## src/rtl/core_pkg.sv

```systemverilog
// Shared core definitions: memory-op encodings, default field widths and the EXE->MEM payload.
package core_pkg;

  localparam int DEF_RADDR_W = 5;
  localparam int DEF_XLEN    = 32;
  localparam int DEF_ADDR_W  = 32;
  localparam int DEF_MEMOP_W = 4;

  typedef enum logic [DEF_MEMOP_W-1:0] {
    MEM_NOP = 4'h0,
    MEM_LB  = 4'h1,
    MEM_LH  = 4'h2,
    MEM_LW  = 4'h3,
    MEM_LBU = 4'h4,
    MEM_LHU = 4'h5,
    MEM_SB  = 4'h6,
    MEM_SH  = 4'h7,
    MEM_SW  = 4'h8
  } mem_op_e;

  typedef struct packed {
    logic [DEF_RADDR_W-1:0] reg_waddr;
    logic                   reg_we;
    logic [DEF_XLEN-1:0]    reg_wdata;
    logic                   mem_we;
    logic [DEF_ADDR_W-1:0]  mem_addr;
    logic [DEF_XLEN-1:0]    mem_data;
    logic [DEF_MEMOP_W-1:0] mem_op;
  } exe_mem_t;

  typedef enum logic [1:0] {
    S_EMPTY = 2'd0,
    S_ONE   = 2'd1,
    S_TWO   = 2'd2
  } skid_state_e;

endpackage

```

## src/rtl/pipe_skid_buf.sv

```systemverilog
// Two-slot valid/ready register (head + skid) with a flopped in_ready and a synchronous clear.
module pipe_skid_buf
  import core_pkg::*;
#(
  parameter int W = 8
) (
  input  logic         clk_i,
  input  logic         rst_ni,
  input  logic         clr_i,
  input  logic         in_valid_i,
  output logic         in_ready_o,
  input  logic [W-1:0] in_data_i,
  output logic         out_valid_o,
  input  logic         out_ready_i,
  output logic [W-1:0] out_data_o
);

  skid_state_e r_state;
  skid_state_e w_state_nxt;
  logic        r_in_ready;
  logic [W-1:0] r_head;
  logic [W-1:0] r_skid;
  logic        w_accept;
  logic        w_drain;
  logic        w_load_head;
  logic        w_head_from_skid;
  logic        w_load_skid;

  assign out_valid_o = (r_state != S_EMPTY);
  assign in_ready_o  = r_in_ready;
  assign out_data_o  = r_head;
  assign w_accept    = in_valid_i & r_in_ready;
  assign w_drain     = out_valid_o & out_ready_i;

  always_comb begin
    // NOTE: every output of this block gets a default first, so no path can infer a latch.
    w_state_nxt      = r_state;
    w_load_head      = 1'b0;
    w_head_from_skid = 1'b0;
    w_load_skid      = 1'b0;
    case (r_state)
      S_EMPTY: if (w_accept) begin
        w_state_nxt = S_ONE;
        w_load_head = 1'b1;
      end
      S_ONE: begin
        if (w_accept && w_drain) begin
          w_load_head = 1'b1;
        end else if (w_accept) begin
          w_state_nxt = S_TWO;
          w_load_skid = 1'b1;
        end else if (w_drain) begin
          w_state_nxt = S_EMPTY;
        end
      end
      S_TWO: if (w_drain) begin
        w_state_nxt      = S_ONE;
        w_head_from_skid = 1'b1;
      end
      default: w_state_nxt = S_EMPTY;
    endcase
    // Flush wins over any accept/drain; stale slot data is harmless once the valids drop.
    if (clr_i) w_state_nxt = S_EMPTY;
  end

  // NOTE: sequential state uses non-blocking assignments so all flops update from pre-edge values.
  always_ff @(posedge clk_i or negedge rst_ni) begin
    if (!rst_ni) begin
      r_state    <= S_EMPTY;
      r_in_ready <= 1'b1;
      // NOTE: the two payload slots are reset too, because the head fields are visible at the ports.
      r_head     <= '0;
      r_skid     <= '0;
    end else begin
      r_state    <= w_state_nxt;
      r_in_ready <= (w_state_nxt != S_TWO);
      if (w_load_head)           r_head <= in_data_i;
      else if (w_head_from_skid) r_head <= r_skid;
      if (w_load_skid)           r_skid <= in_data_i;
    end
  end

endmodule

```

## src/rtl/exe_mem_pipe.sv

```systemverilog
// EXE->MEM pipeline register: skid-buffered handshake, flush, qualified controls, stall counter.
module exe_mem_pipe
  import core_pkg::*;
#(
  parameter int RADDR_W = DEF_RADDR_W,
  parameter int XLEN    = DEF_XLEN,
  parameter int ADDR_W  = DEF_ADDR_W,
  parameter int MEMOP_W = DEF_MEMOP_W,
  parameter int CNT_W   = 16
) (
  input  logic               clk_i,
  input  logic               rst_ni,
  input  logic               flush_i,
  input  logic               in_valid_i,
  output logic               in_ready_o,
  input  logic [RADDR_W-1:0] reg_waddr_i,
  input  logic               reg_we_i,
  input  logic [XLEN-1:0]    reg_wdata_i,
  input  logic               mem_we_i,
  input  logic [ADDR_W-1:0]  mem_addr_i,
  input  logic [XLEN-1:0]    mem_data_i,
  input  logic [MEMOP_W-1:0] mem_op_i,
  output logic               out_valid_o,
  input  logic               out_ready_i,
  output logic [RADDR_W-1:0] reg_waddr_o,
  output logic               reg_we_o,
  output logic [XLEN-1:0]    reg_wdata_o,
  output logic               mem_we_o,
  output logic [ADDR_W-1:0]  mem_addr_o,
  output logic [XLEN-1:0]    mem_data_o,
  output logic [MEMOP_W-1:0] mem_op_o,
  output logic [CNT_W-1:0]   stall_cnt_o
);

  localparam int W = RADDR_W + 1 + XLEN + 1 + ADDR_W + XLEN + MEMOP_W;

  logic [W-1:0]       w_in_data;
  logic [W-1:0]       w_out_data;
  logic               w_out_valid;
  logic               w_reg_we;
  logic               w_mem_we;
  logic [MEMOP_W-1:0] w_mem_op;
  logic [CNT_W-1:0]   r_stall_cnt;

  assign w_in_data = {reg_waddr_i, reg_we_i, reg_wdata_i, mem_we_i, mem_addr_i, mem_data_i, mem_op_i};

  pipe_skid_buf #(.W(W)) u_skid (
    .clk_i       (clk_i),
    .rst_ni      (rst_ni),
    .clr_i       (flush_i),
    .in_valid_i  (in_valid_i),
    .in_ready_o  (in_ready_o),
    .in_data_i   (w_in_data),
    .out_valid_o (w_out_valid),
    .out_ready_i (out_ready_i),
    .out_data_o  (w_out_data)
  );

  assign {reg_waddr_o, w_reg_we, reg_wdata_o, w_mem_we, mem_addr_o, mem_data_o, w_mem_op} = w_out_data;

  // Control fields must never fire from an invalid head; data fields pass through untouched.
  assign out_valid_o = w_out_valid;
  assign reg_we_o    = w_reg_we & w_out_valid;
  assign mem_we_o    = w_mem_we & w_out_valid;
  assign mem_op_o    = w_out_valid ? w_mem_op : MEMOP_W'(MEM_NOP);
  assign stall_cnt_o = r_stall_cnt;

  always_ff @(posedge clk_i or negedge rst_ni) begin
    if (!rst_ni) begin
      r_stall_cnt <= '0;
    end else if (w_out_valid && !out_ready_i && (r_stall_cnt != '1)) begin
      r_stall_cnt <= r_stall_cnt + CNT_W'(1);
    end
  end

endmodule
```

## config.mk

```make
export PLATFORM = sky130hd
export DESIGN_NAME = exe_mem_pipe
export DESIGN_NICKNAME = d
export VERILOG_FILES = /design/src/rtl/core_pkg.sv /design/src/rtl/pipe_skid_buf.sv /design/src/rtl/exe_mem_pipe.sv
export SDC_FILE = /design/constraint.sdc
export NUM_CORES = 1
export LEC_CHECK = 0
export CORE_MARGIN = 2
export CORE_UTILIZATION = 50
export DETAILED_ROUTE_END_ITERATION = 6
export PLACE_DENSITY = 0.87
export SYNTH_ARGS = -nofsm -noshare
export SYNTH_HDL_FRONTEND = slang
export SYNTH_HIERARCHICAL = 1
export SYNTH_SLANG_ARGS = --single-unit
```

## constraint.sdc

```tcl
create_clock -name clk_i -period 2.4 [get_ports clk_i]
set_clock_uncertainty 0.2 [all_clocks]
set_input_delay 0.6 -clock clk_i [delete_from_list [all_inputs] [get_ports clk_i]]
set_output_delay 0.6 -clock clk_i [all_outputs]
set_load 0.05 [all_outputs]
```

Yosys cells after proc, flatten, opt, wreduce, memory -nomap -nowiden
Index checks and enable logic that the tools add are counted.
Storage, ports and cells
  logic and storage cells: 38
  register bits: 233
Operators by class
  equality and inequality tests: 4
  muxes and demuxes: 17
  add/subtract/negate cells: 1
  reduce and logical (&&, ||, !) cells: 7
  bitwise gates (word level): 4
Operators by type and width (count)
  two-way mux 107 bit: 2
  adder 16 x 1 -> 16 bit, second input constant: 1
  != test 16 bit, second input constant: 1
  two-way mux 2 bit: 6
  two-way mux 1 bit: 6
  one-hot mux 2 bit (3 select lines): 1
  AND 1 bit: 4
  two-way mux 4 bit: 1
  nonzero test 2 bit: 2
  logical AND 1 bit: 3
  equality test 2 x 1 -> 1 bit, second input constant: 1
  equality test 2 bit, second input constant: 1
  zero test 2 bit: 1
  != test 2 bit, second input constant: 1
  one-hot mux 1 bit (2 select lines): 1
  zero test 1 bit: 1

Logic depth before layout (Yosys ltp)
  depth in word-level cells: 8
  mapped depth: 7

Cells and area by module
The synthesis kept the hierarchy.
By module, submodules not included
  pipe_skid_buf: area an instance 9205.1 µm², instances 1, cells an instance 707
  exe_mem_pipe: area an instance 865.8 µm², instances 1, cells an instance 80

Worst setup path before layout
No wires, ideal clock.
  path kind: reg2reg
  start: register r_stall_cnt[0] (netlist: stall_cnt_o[0])
  end: register r_stall_cnt[1] (netlist: stall_cnt_o[1])
  library setup time: 0.128 ns
  setup slack: 0.077 ns
  data required time: 2.072 ns
  cell stages (with the launch flop): 6
  arrival: 1.995 ns
  period minus slack after synthesis: 2.323 ns
  cell sequence: dfrtp_1 > ha_1 > nand3_1 > nor4_4 > nor2_1 > mux2_1
On the way
  word-level cells in the longest chain between the ends: 2
  elaborated cells on any way between the ends: 3
  classes of those cells: add/sub: 1; eq/ne: 1; reduce/logical: 1
RTL lines
  start: declaration: line exe_mem_pipe.sv:43  | logic [CNT_W-1:0] r_stall_cnt;
  start signal: assignment: line exe_mem_pipe.sv:72  | r_stall_cnt <= r_stall_cnt + CNT_W'(1);
  branches (longest 2 deep; another with adder 16 x 1 -> 16 bit)
Parallel ways; which one is timed is not known.
A chain may end at the register's enable or synchronous reset.

Final worst setup path
  start: register u_skid.r_state[0]
  end: output mem_we_o
On the way
  word-level cells in the longest chain between the ends: 2
RTL lines
  start: declaration: line pipe_skid_buf.sv:18  | skid_state_e r_state;
  start signal: assignment: line pipe_skid_buf.sv:75  | r_state <= w_state_nxt;
  nonzero test 2 bit: line pipe_skid_buf.sv:29  | assign out_valid_o = (r_state != S_EMPTY);
  AND 1 bit: line exe_mem_pipe.sv:64  | assign mem_we_o = w_mem_we & w_out_valid;
  end: declaration: line exe_mem_pipe.sv:28  | output logic mem_we_o,
Every way passes these cells.

==> run summary <==
most common cell after layout, fill and taps aside - dfrtp_1
final cell count without fillers - 1,337
clock buffer count from CTS - 25
Post-Syn Area per Cell - 12.8 µm²
Ant. Diodes - 0
LEAKAGE - 6.96 nW
crit path DAT - 1.55 ns
slew at the pin closest to its max-slew limit - 0.552 ns
Die Height - 146 µm
Buffers on Ports - 236
fmax - 426 MHz
vias in the first global route - 7,437
# IOs - 237
Initial Util - 51.4%
CTS tree - built
largest net degree at the start of global routing - 58
synthesis-to-layout area growth - 37.2%
fin. max-slew vios - 0
fin crit share - 97.7%
filler cell count - 1,394
hold_sp - u_skid/r_skid[29]$_DFFE_PN0P_
critical path's top delay family - simple AND/OR/NAND/NOR gates
max-cap violations - 0
dpl hpwl - 16,800 µm
synthesized area - 10,100 µm²
via count - 7,106
Crit Reg-Reg Startpoint - stall_cnt_o[0]$_DFFE_PN0P_
Critical Path End Type - output port
post-synthesis sequential area ratio - 57.9%
clk sinks - 233
most frequent cells in the layout - dfrtp_1, nand2_1, clkdlybuf4s50_1
RD Place Congestion - 0.771
Post-DRT Antenna Nets - 0
Die ar. - 21,300 µm²
Crit path buffers/inverters - 1
CP Class - reg -> out
Layout Nets - 1,168
Total GRT Usage - 22.8%
Worst Path Required - 1.60 ns
Die X - 146 µm
#FFs+latches synth - 233
status - completed
vias per cell - 5.31
CP Cell Sequence - or2_4 -> and2_1 -> buf_6
Row Count - 51
clk buf depth - 3
CP Max Fanout - 7
min Tclk post-route - 2.35 ns
final wirelength - 24,200 µm
HP Class - reg -> reg
Post-Place Cells - 1,288
Cell Pwr Density - 913 nW/µm²
crit path from - u_skid/r_state[0]$_DFF_PN0_
maximum VDD drop - 770 µV
Worst Setup Start Kind - flop
clock root buffer master - clkbuf_16
global route total overflow - 0
initial antenna violation count - 0
core area - 19,600 µm²
Layout Utilization - 70.5%
Final setup viols - 0
syn nets - 900
DRC Markers - 0
share of layout cells above drive strength 1 - 21.9%
Detailed Route Iter0 Violations - 278
drt pass-1 iters - 5
slowest CP cell - dfrtp_1
Clock Latency Late Sink - 0.51 ns
Distinct cells, synth - 44
Rel. slew slack - 63.4%
H-Tree Depth - 1
clock-pin slew on the worst setup and hold paths - 0.07 ns
Post-Synthesis Cells - 787
YS warnings - 6
final-report hold violation count - 0
Max stage delay on crit path - 0.38 ns
RSZ-0062 raised after global routing - yes
global-route wire length before repair - 39,900 µm
wire per inst - 18.1 µm
==> Yosys cell counts (all sizes together) <==
library cell / count / area share [%]
xor2: 12 / 1.0
dfrtp: 232 / 58
nand2b: 1 / 0.062
nand3b: 2 / 0.15
o21ai: 107 / 5.3
and2: 7 / 0.46
nand3: 4 / 0.20
buf: 37 / 3.0
mux2: 108 / 13
nor2: 7 / 0.29
a21oi: 1 / 0.050
and4: 1 / 0.099
xnor2: 1 / 0.087
a31oi: 2 / 0.12
a21boi: 1 / 0.075
o22ai: 1 / 0.062
nor4: 5 / 0.52
nand2: 115 / 4.3
mux2i: 109 / 11
or4: 1 / 0.11
nor4b: 1 / 0.087
a41oi: 1 / 0.087
dfstp: 1 / 0.26
nor2b: 4 / 0.32
clkbuf: 10 / 0.39
or2: 1 / 0.062
or3: 1 / 0.062
ha: 1 / 0.12
nand4: 6 / 0.52
nor3: 7 / 0.50
==> sequential cells by signal, summed over array words and instances (netlist names) <==
register and cells:
u_skid/r_skid 107, u_skid/r_state 2, u_skid/in_ready_o 1, u_skid/out_data_o 107, stall_cnt_o 16
==> power by group <==
part	switching [mW]	leakage (nW)	internal, mW
sequential	0.539	2.84	4.80
combinational	1.97	3.71	1.36
clock	1.57	0.417	2.38
total	4.08	6.96	8.54
==> repair_timing <==
action,CTS,global route
buffers inserted,3,1
endpoints found under the setup margin,112,5
endpoints found under the hold margin,50,0
pin swaps,1,1
hold buffers,1,0
resized for setup,108,5
==> cells by family after synthesis <==
family | count (synthesis) | synth area share (%)
adders and majority gates | 1 | 0.124
DFF | 233 | 57.9
xor gates and xnor gates | 13 | 1.13
muxes | 217 | 24.0
buffers and inverters | 47 | 3.37
and+or+nand+nor | 163 | 7.73
AOI/OAI and AO/OA | 113 | 5.71
==> final timing paths <==
kind | to | cells after the start | slack [ns]
setup / recovery | mem_we_o | 3 | 0.05
hold / removal | u_skid/r_skid[29]$_DFFE_PN0P_ | 1 | 0.31
setup reg to reg | stall_cnt_o[1]$_DFFE_PN0P_ | 5 | 0.35
hold reg to reg | u_skid/r_skid[29]$_DFFE_PN0P_ | 1 | 0.31
max in group asynchronous | u_skid/out_data_o[62]$_DFFE_PN0P_ | 3 | 0.89
min in group asynchronous | u_skid/out_data_o[77]$_DFFE_PN0P_ | 2 | 0.42
==> worst register-to-register path, stage by stage, from the launching register on <==
cell     delay [ns]
dfrtp_1        0.45
ha_1           0.26
nand3_1        0.26
nor4_4         0.33
nor2_1         0.11
mux2_1         0.32
==> metal layers <==
layer / GRT usage [%] / share of wire (%) / vias up
li1: - / - / 3295
met1: 29.6 / 41 / 3533
met2: 37.4 / 48 / 233
met3: 7.15 / 8.3 / 45
met4: 6.23 / 2.6 / 0
met5: 0 / 0 / -
==> through the flow <==
stage	setup WS (ns)	cell area (µm²)	total power, mW	hold slack, ns	setup TNS (ns)
global placement	-0.144	13000	8.75	0.288	-12.57
CTS	0.00635	13800	12.7	0.308	0
global route	-0.00237	13800	13.1	0.317	-0.00237
detailed placement	-0.161	13000	8.89	0.294	-13.61
floorplan	0.0771	10100	7.52	0.104	0
finish	0.0547	13800	12.6	0.305	0
==> layout make-up <==
type,count,area (µm²),area share [%]
multi-input combinational,507,3910,28.3
sequential,233,5830,42.2
timing repair buffer,288,2890,20.9
tap,265,332,2.40
clock buffer,35,743,5.38
clock inverter,9,115,0.833
No activity file was read; power rests on OpenSTA's default activity.
